## config.mk

```make
export PLATFORM = sky130hd
export DESIGN_NAME = store_alignment_unit
export DESIGN_NICKNAME = d
export VERILOG_FILES = /design/src/rtl/store_alignment_unit.sv
export SDC_FILE = /design/constraint.sdc
export NUM_CORES = 1
export LEC_CHECK = 0
export ABC_CLOCK_PERIOD_IN_PS = 4000
export CORE_MARGIN = 8
export CORE_UTILIZATION = 54
export CTS_CLUSTER_DIAMETER = 50
export CTS_CLUSTER_SIZE = 16
export DETAILED_ROUTE_END_ITERATION = 6
export MAX_ROUTING_LAYER = met4
export PLACE_DENSITY_LB_ADDON = 0.2
export SLEW_MARGIN = 10
export SYNTH_ARGS = -nofsm -noshare
export SYNTH_HDL_FRONTEND = slang
export SYNTH_SLANG_ARGS = --single-unit
```

## constraint.sdc

```tcl
create_clock -name clk -period 4 [get_ports clk]
set_clock_uncertainty 0.2 [all_clocks]
set_input_delay 0.8 -clock clk [delete_from_list [all_inputs] [get_ports clk]]
set_output_delay 0.8 -clock clk [all_outputs]
set_load 0.005 [all_outputs]
```

## src/rtl/store_alignment_unit.sv

```systemverilog
// store_alignment_unit: turns sb/sh/sw requests into one or two lane-aligned memory write beats
module store_alignment_unit #(
  parameter int ADDR_WIDTH = 32,
  parameter int DATA_WIDTH = 32
) (
  input  logic                  clk,
  input  logic                  rst_n,
  input  logic                  st_valid,
  output logic                  st_ready,
  input  logic [ADDR_WIDTH-1:0] st_addr,
  input  logic [DATA_WIDTH-1:0] st_data,
  input  logic [2:0]            func3,
  output logic                  mem_req,
  input  logic                  mem_ack,
  output logic [ADDR_WIDTH-1:0] mem_addr,
  output logic [DATA_WIDTH-1:0] mem_wdata,
  output logic [3:0]            mem_be,
  output logic                  st_done,
  output logic                  st_err
);
  typedef enum logic [1:0] {IDLE, BEAT0, BEAT1} state_t;
  state_t                  state_q, state_d;
  logic [ADDR_WIDTH-1:0]   addr_q, addr_d, addr1_q, addr1_d;
  logic [DATA_WIDTH-1:0]   wdata_q, wdata_d, wdata1_q, wdata1_d;
  logic [3:0]              be_q, be_d, be1_q, be1_d;
  logic                    done_q, done_d, err_q, err_d;
  logic                    is_sb, is_sw, legal;
  logic [7:0]              lane_mask;
  logic [DATA_WIDTH-1:0]   data_m;
  logic [2*DATA_WIDTH-1:0] shifted;
  logic [ADDR_WIDTH-1:0]   base;
  assign is_sb     = func3 == 3'b000;
  assign is_sw     = func3 == 3'b010;
  assign legal     = is_sb || is_sw || func3 == 3'b001;
  assign lane_mask = {4'b0000, is_sw ? 4'b1111 : is_sb ? 4'b0001 : 4'b0011} << st_addr[1:0];
  assign data_m    = st_data & {{16{is_sw}}, {8{!is_sb}}, 8'hFF};
  assign shifted   = {{DATA_WIDTH{1'b0}}, data_m} << {st_addr[1:0], 3'b000};
  assign base      = {st_addr[ADDR_WIDTH-1:2], 2'b00};
  assign st_ready  = state_q == IDLE;
  assign mem_req   = state_q != IDLE;
  assign mem_addr  = addr_q;
  assign mem_wdata = wdata_q;
  assign mem_be    = be_q;
  assign st_done   = done_q;
  assign st_err    = err_q;
  // next state: capture both beats on accept, promote beat 1 on the beat-0 ack
  always_comb begin
    state_d  = state_q;
    addr_d   = addr_q;
    wdata_d  = wdata_q;
    be_d     = be_q;
    addr1_d  = addr1_q;
    wdata1_d = wdata1_q;
    be1_d    = be1_q;
    done_d   = 1'b0;
    err_d    = 1'b0;
    case (state_q)
      IDLE: if (st_valid) begin
        if (legal) begin
          state_d  = BEAT0;
          addr_d   = base;
          wdata_d  = shifted[DATA_WIDTH-1:0];
          be_d     = lane_mask[3:0];
          addr1_d  = base + ADDR_WIDTH'(4);
          wdata1_d = shifted[2*DATA_WIDTH-1:DATA_WIDTH];
          be1_d    = lane_mask[7:4];
        end else err_d = 1'b1;
      end
      BEAT0: if (mem_ack) begin
        if (be1_q != 4'b0000) begin
          state_d = BEAT1;
          addr_d  = addr1_q;
          wdata_d = wdata1_q;
          be_d    = be1_q;
        end else begin
          state_d = IDLE;
          done_d  = 1'b1;
        end
      end
      BEAT1: if (mem_ack) begin
        state_d = IDLE;
        done_d  = 1'b1;
      end
      default: state_d = IDLE;
    endcase
  end
  // state and beat registers; reset abandons any store in flight
  always_ff @(posedge clk) begin
    if (!rst_n) begin
      state_q  <= IDLE;
      addr_q   <= '0;
      wdata_q  <= '0;
      be_q     <= '0;
      addr1_q  <= '0;
      wdata1_q <= '0;
      be1_q    <= '0;
      done_q   <= 1'b0;
      err_q    <= 1'b0;
    end else begin
      state_q  <= state_d;
      addr_q   <= addr_d;
      wdata_q  <= wdata_d;
      be_q     <= be_d;
      addr1_q  <= addr1_d;
      wdata1_q <= wdata1_d;
      be1_q    <= be1_d;
      done_q   <= done_d;
      err_q    <= err_d;
    end
  end
endmodule

```

== Word-level counts from Yosys, hierarchy flattened ==
Cells that the tools add are included.
Operators by class
  reduce and logical (&&, ||, !) cells: 12
  muxes and demuxes: 28
  shifts and indexed selects: 2
  bitwise logic cells: 1
  equal/unequal tests: 9
  add/subtract/negate cells: 1
Operators with widths (count)
  $mux W32: 8
  $pmux W32 S2: 2
  $shl A32 B5 Y64: 1
  $add A32 B3 Y32 const B: 1
  $and A32 B32 Y32: 1
  $mux W4: 5
  $mux W2: 6
  $ne A2 B2 Y1 const B: 4
  $pmux W4 S2: 1
  $shl A4 B2 Y8: 1
  $pmux W2 S3: 1
  $reduce_and A3 Y1: 2
  $reduce_and A5 Y1: 1
  $mux W1: 4
  $reduce_and A4 Y1: 1
  $reduce_bool A2 Y1: 2
  $reduce_bool A4 Y1: 1
  $eq A3 B1 Y1 const B: 1
  $eq A3 B2 Y1 const B: 1
  $logic_not A3 Y1: 1
  $eq A2 B1 Y1 const B: 1
  $eq A2 B2 Y1 const B: 1
  $logic_not A2 Y1: 1
  $logic_or A1 B1 Y1: 2
  other kinds (3): 3
Storage, ports and cells
  output and inout bits: 72
  register bits: 140
  input bits: 71
  logic and storage cells: 62

== Logic depth before layout (Yosys ltp) ==
  depth after elaboration: 7
  gate-level depth with buffers: 8
  gate-level depth less buffers: 7

== Least setup slack after synthesis ==
No wires, ideal clock.
  path kind: input to register
  start point: in st_addr[0]
  end point: reg wdata_q[25], in the netlist mem_wdata[25]
  slack: 1751 ps
  cell stages on the path: 5
  library setup time: 117 ps
  data arrival time: 1932 ps
  data required time: 3683 ps
  path buffers: 1
  cells stage by stage: buf_2 mux2_2 a22o_1 a22o_1 a22o_1
On the way
  cells in the longest elaborated chain, start to end: 4
Ends and longest elaborated chain
  start: declaration: line 10  | input logic [ADDR_WIDTH-1:0] st_addr,
  $shl A32 B5 Y64: line 37  | assign shifted = {{DATA_WIDTH{1'b0}}, data_m} << {st_addr[1:0], 3'b000};
  $mux W32: line 59  | if (legal) begin
  $mux W32: line 58  | IDLE: if (st_valid) begin
  $pmux W32 S2: line 57  | case (state_q)
  end signal: assignment: line 102  | wdata_q <= wdata_d;
  end: declaration: line 24  | logic [DATA_WIDTH-1:0] wdata_q, wdata_d, wdata1_q, wdata1_d;
No other way between the ends. The select of a mux whose other input is x is not followed.
A chain may end at the register's enable or synchronous reset.

== Worst setup path after layout ==
  start point: in st_addr[1]
  end point: reg wdata_q[21], in the netlist mem_wdata[21]
Same word-level chain as after synthesis.

==> impl_metrics.json <==
{
  "cts_tree": "built",
  "busiest_layer": "met2",
  "grt_max_degree": 49,
  "synth_seq_cells": 127,
  "period_minus_slack_ns": 2.84,
  "post_synth_num_cell_types": 51,
  "cp_max_fo": 20,
  "power_density_nw_per_um2": 501,
  "regArea_um2": 2540,
  "die_area_um2": 15200,
  "met3_usage_pct": 4.70,
  "synth_edf_count": 0,
  "cts_max_path_buffers": 2,
  "post-route-util_pct": 73.2,
  "placed_area_um2": 7660,
  "crit-reg2reg-capture": "mem_wdata[0]",
  "die_y_um": 123,
  "status": "completed",
  "fillers": 859,
  "clock_latency_ns": 0.42,
  "synth-compound-area-share_pct": 24.7,
  "reg2regPathDepth": 6,
  "first_global_vias": 5755,
  "critPathArrivalTime_ns": 2.98,
  "multiInputGateArea_um2": 3380,
  "ys_seq_area_share_pct": 40.8,
  "fin_tns_setup_ns": 0,
  "num_rows": 39,
  "synth_flop_cell": "dfxtp_1",
  "stdcell_area_um2": 8290,
  "drv_cap": 0,
  "power.share.clock_pct": 38.9,
  "io_pins": 143,
  "portBuffers": 140,
  "antenna_found_initial": 0,
  "switching_share_pct": 28.5,
  "synth_top_family_by_area": "compound AO/OA/AOI/OAI gates",
  "synth_area_um2": 6230,
  "start_util_pct": 55.0,
  "vias_per_cell": 6.01,
  "max_freq_mhz": 352,
  "combPwrFrac_pct": 24.8,
  "synth-warning-count": 0,
  "crit_type": "primary input to flop",
  "syn_inst": 720,
  "syn_to_final_growth_pct": 33.0,
  "cp_slowest_cell": "nor3b_1",
  "num_vias": 5954,
  "use_met2_pct": 39.5,
  "drt-total-wl_mm": 18.9,
  "start_kind": "primary input",
  "path_buf_inv": 1,
  "crit_path_max_incr_delay_ns": 0.92,
  "htreeDepth": 4,
  "holdCritStartpoint": "addr1_q[3]",
  "synth.avg_cell_area_um2": 8.65,
  "routedWlPerCell_um": 19.1,
  "drc": 0,
  "tightest_slew_ns": 0.952,
  "total_leakage_power_nw": 2.97,
  "final_antenna_net_count": 0,
  "clkSinkCount": 127,
  "rsz0062_at_grt": "no",
  "nNetsFinal": 910,
  "cp_top_family": "simple AND/OR/NAND/NOR gates",
  "r2r_slack_ns": 1.32,
  "finalHoldViolCount": 0,
  "core_area_um2": 11300,
  "use_met1_pct": 32.3,
  "cts_buffers": 17,
  "synth_simple_gate_area_share_pct": 16.9,
  "holdPathEnd": "addr1_q[3]",
  "firstDrtPassIters": 5,
  "drt_iter0_drc": 676,
  "cts_resized": 0,
  "hold_class": "flop to flop",
  "switching_power_w": 0.00118,
  "final_cells": 990,
  "synthArstFlopShare_pct": 0,
  "end_kind": "flop",
  "cts_setup_buffers": 0,
  "grt_pass1_wl_mm": 30.0,
  "dp_hpwl_mm": 13.6,
  "intPower_w": 0.00297,
  "relSlewSlack_pct": 36.4,
  "cp_cell_sequence": "clkdlybuf4s50_1 -> nor3b_1 -> a221o_1 -> a21oi_1 -> o22ai_1",
  "n_antenna_cell": 0,
  "synth-adder-area-share_pct": 1.00,
  "die-width_um": 123,
  "layout-drive-gt1-share_pct": 8.15,
  "fin_crit_sh_pct": 71.0,
  "hold_depth": 2,
  "cts_hold_buf": 0,
  "grt_usage_pct": 25.7,
  "gp_congestion": 0.944,
  "rr_startpoint": "state_q[1]",
  "pwr-share-seq_pct": 36.4,
  "finalSetupViolations": 0,
  "whs_ns": 0.261,
  "ir_worst_vdd_mv": 0.381,
  "cp_data_required_time_ns": 4.15,
  "path_clk_slew_ns": 0.06,
  "dp.cells": 958,
  "slew_viol_final": 0,
  "root_buffer": "clkbuf_16",
  "synth_mux_area_share_pct": 7.19,
  "synth_xor_area_share_pct": 3.94,
  "overflow": 0
}
power groups by stage:
stage	Combinational [W]	Sequential [W]	Clock, W
after floorplan	0.000532	0.00153	0
after detailed placement	0.00102	0.00154	0
after global placement	0.00100	0.00153	0
after CTS	0.00103	0.00151	0.00163
after global routing	0.00112	0.00153	0.00169
final	0.00103	0.00151	0.00161
Yosys cell counts, types with 2 or more instances:
master / n / area share [%]
buf_4: 3 / 0.36
a21oi_1: 65 / 5.2
mux2_2: 6 / 1.1
o2bb2ai_1: 4 / 0.56
o31a_1: 2 / 0.28
mux2i_1: 38 / 6.1
nor3_1: 9 / 0.72
nand4_1: 10 / 1.0
buf_1: 2 / 0.12
nand3_1: 27 / 2.2
a22oi_1: 23 / 2.8
dfxtp_1: 127 / 41
a211oi_1: 45 / 5.4
and3_1: 4 / 0.40
nor2_1: 88 / 5.3
buf_2: 29 / 2.3
a22o_1: 17 / 2.4
o22ai_1: 7 / 0.70
nor2b_1: 5 / 0.50
nor2_2: 2 / 0.20
nor3_2: 2 / 0.32
o21ai_0: 46 / 3.7
nand2b_1: 14 / 1.4
nand2_1: 36 / 2.2
xor2_1: 18 / 2.5
ha_1: 5 / 1.0
a221oi_1: 9 / 1.3
and4_1: 2 / 0.28
a221o_1: 7 / 1.1
a21oi_2: 2 / 0.28
buf_6: 4 / 0.72
nor3_4: 2 / 0.52
nor3b_1: 4 / 0.48
nor4_1: 2 / 0.20
xnor2_1: 10 / 1.4
clkbuf_1: 22 / 1.3
inv_1: 7 / 0.42
o211a_1: 2 / 0.32
cell type report:
class                      instances  share of cell area (%)
multi-input combinational        526                    40.8
clock buffer                      20                    5.63
sequential                       127                    30.7
clock inverter                    12                    1.92
inverter                           7                   0.317
timing repair buffer             155                    18.5
tap                              143                    2.16
logic make-up (layout without fill, tap and decap cells):
family                   count (synthesis)  in the layout
AO/OA/AOI/OAI                          233            233
adder cells (fa/ha/maj)                  5              5
XOR/XNOR                                28             28
buffers and inverters                   68            194
AND/OR/NAND/NOR                        214            214
flip-flops                             127            127
multiplexers                            44             44
other                                    1              2
per-stage QoR:
stage / total power [W] / setup WS (ns)
3_5_place_dp: 0.00256 / 0.818
3_3_place_gp: 0.00253 / 0.906
6_report: 0.00415 / 1.16
5_1_grt: 0.00433 / 0.972
4_1_cts: 0.00417 / 1.16
2_1_floorplan: 0.00206 / 1.75
cells in the final DEF (no fill, tap or decap), types with 10 or more instances in the layout:
| cell | n |
|---|---|
| buf_4 | 13 |
| a21oi_1 | 65 |
| nor2_1 | 88 |
| nand2b_1 | 14 |
| a22o_1 | 17 |
| xor2_1 | 18 |
| nand3_1 | 27 |
| nand4_1 | 10 |
| a211oi_1 | 45 |
| clkdlybuf4s50_1 | 139 |
| dfxtp_1 | 127 |
| o21ai_0 | 46 |
| a22oi_1 | 23 |
| clkbuf_16 | 17 |
| nand2_1 | 36 |
| mux2i_1 | 38 |
| xnor2_1 | 10 |
worst max path at each step:
stage / from / to / slack (ns) / cells past startpoint
global route: st_addr[1] / mem_wdata[23] / 0.97 / 5
detailed placement: st_addr[1] / mem_wdata[21] / 0.82 / 5
finish: st_addr[1] / mem_wdata[21] / 1.16 / 5
floorplan: st_addr[0] / mem_wdata[25] / 1.75 / 5
CTS: state_q[0] / mem_req / 1.16 / 4
global placement: st_addr[1] / mem_wdata[22] / 0.91 / 5
layer usage:
metal | wire length (µm) | share of wire, % | vias up
met5 | 0 | 0 | -
met3 | 1320 | 7.0 | 44
met4 | 501 | 2.7 | 0
met1 | 8200 | 43 | 2783
met2 | 8860 | 47 | 258
li1 | - | - | 2869
worst min-delay path: stages, from the launching register on:
cell	delay, ns
dfxtp_1	0.31
nand2_1	0.05
a21oi_1	0.05
flip-flops by register name, summed over array words and instances (netlist names):
name and count:
mem_wdata 32, addr1_q 30, mem_addr 30, wdata1_q 24, mem_be 4, be1_q 3, state_q 2, st_done 1
st_err 1
Note: power is estimated with default switching activity, not from simulation.
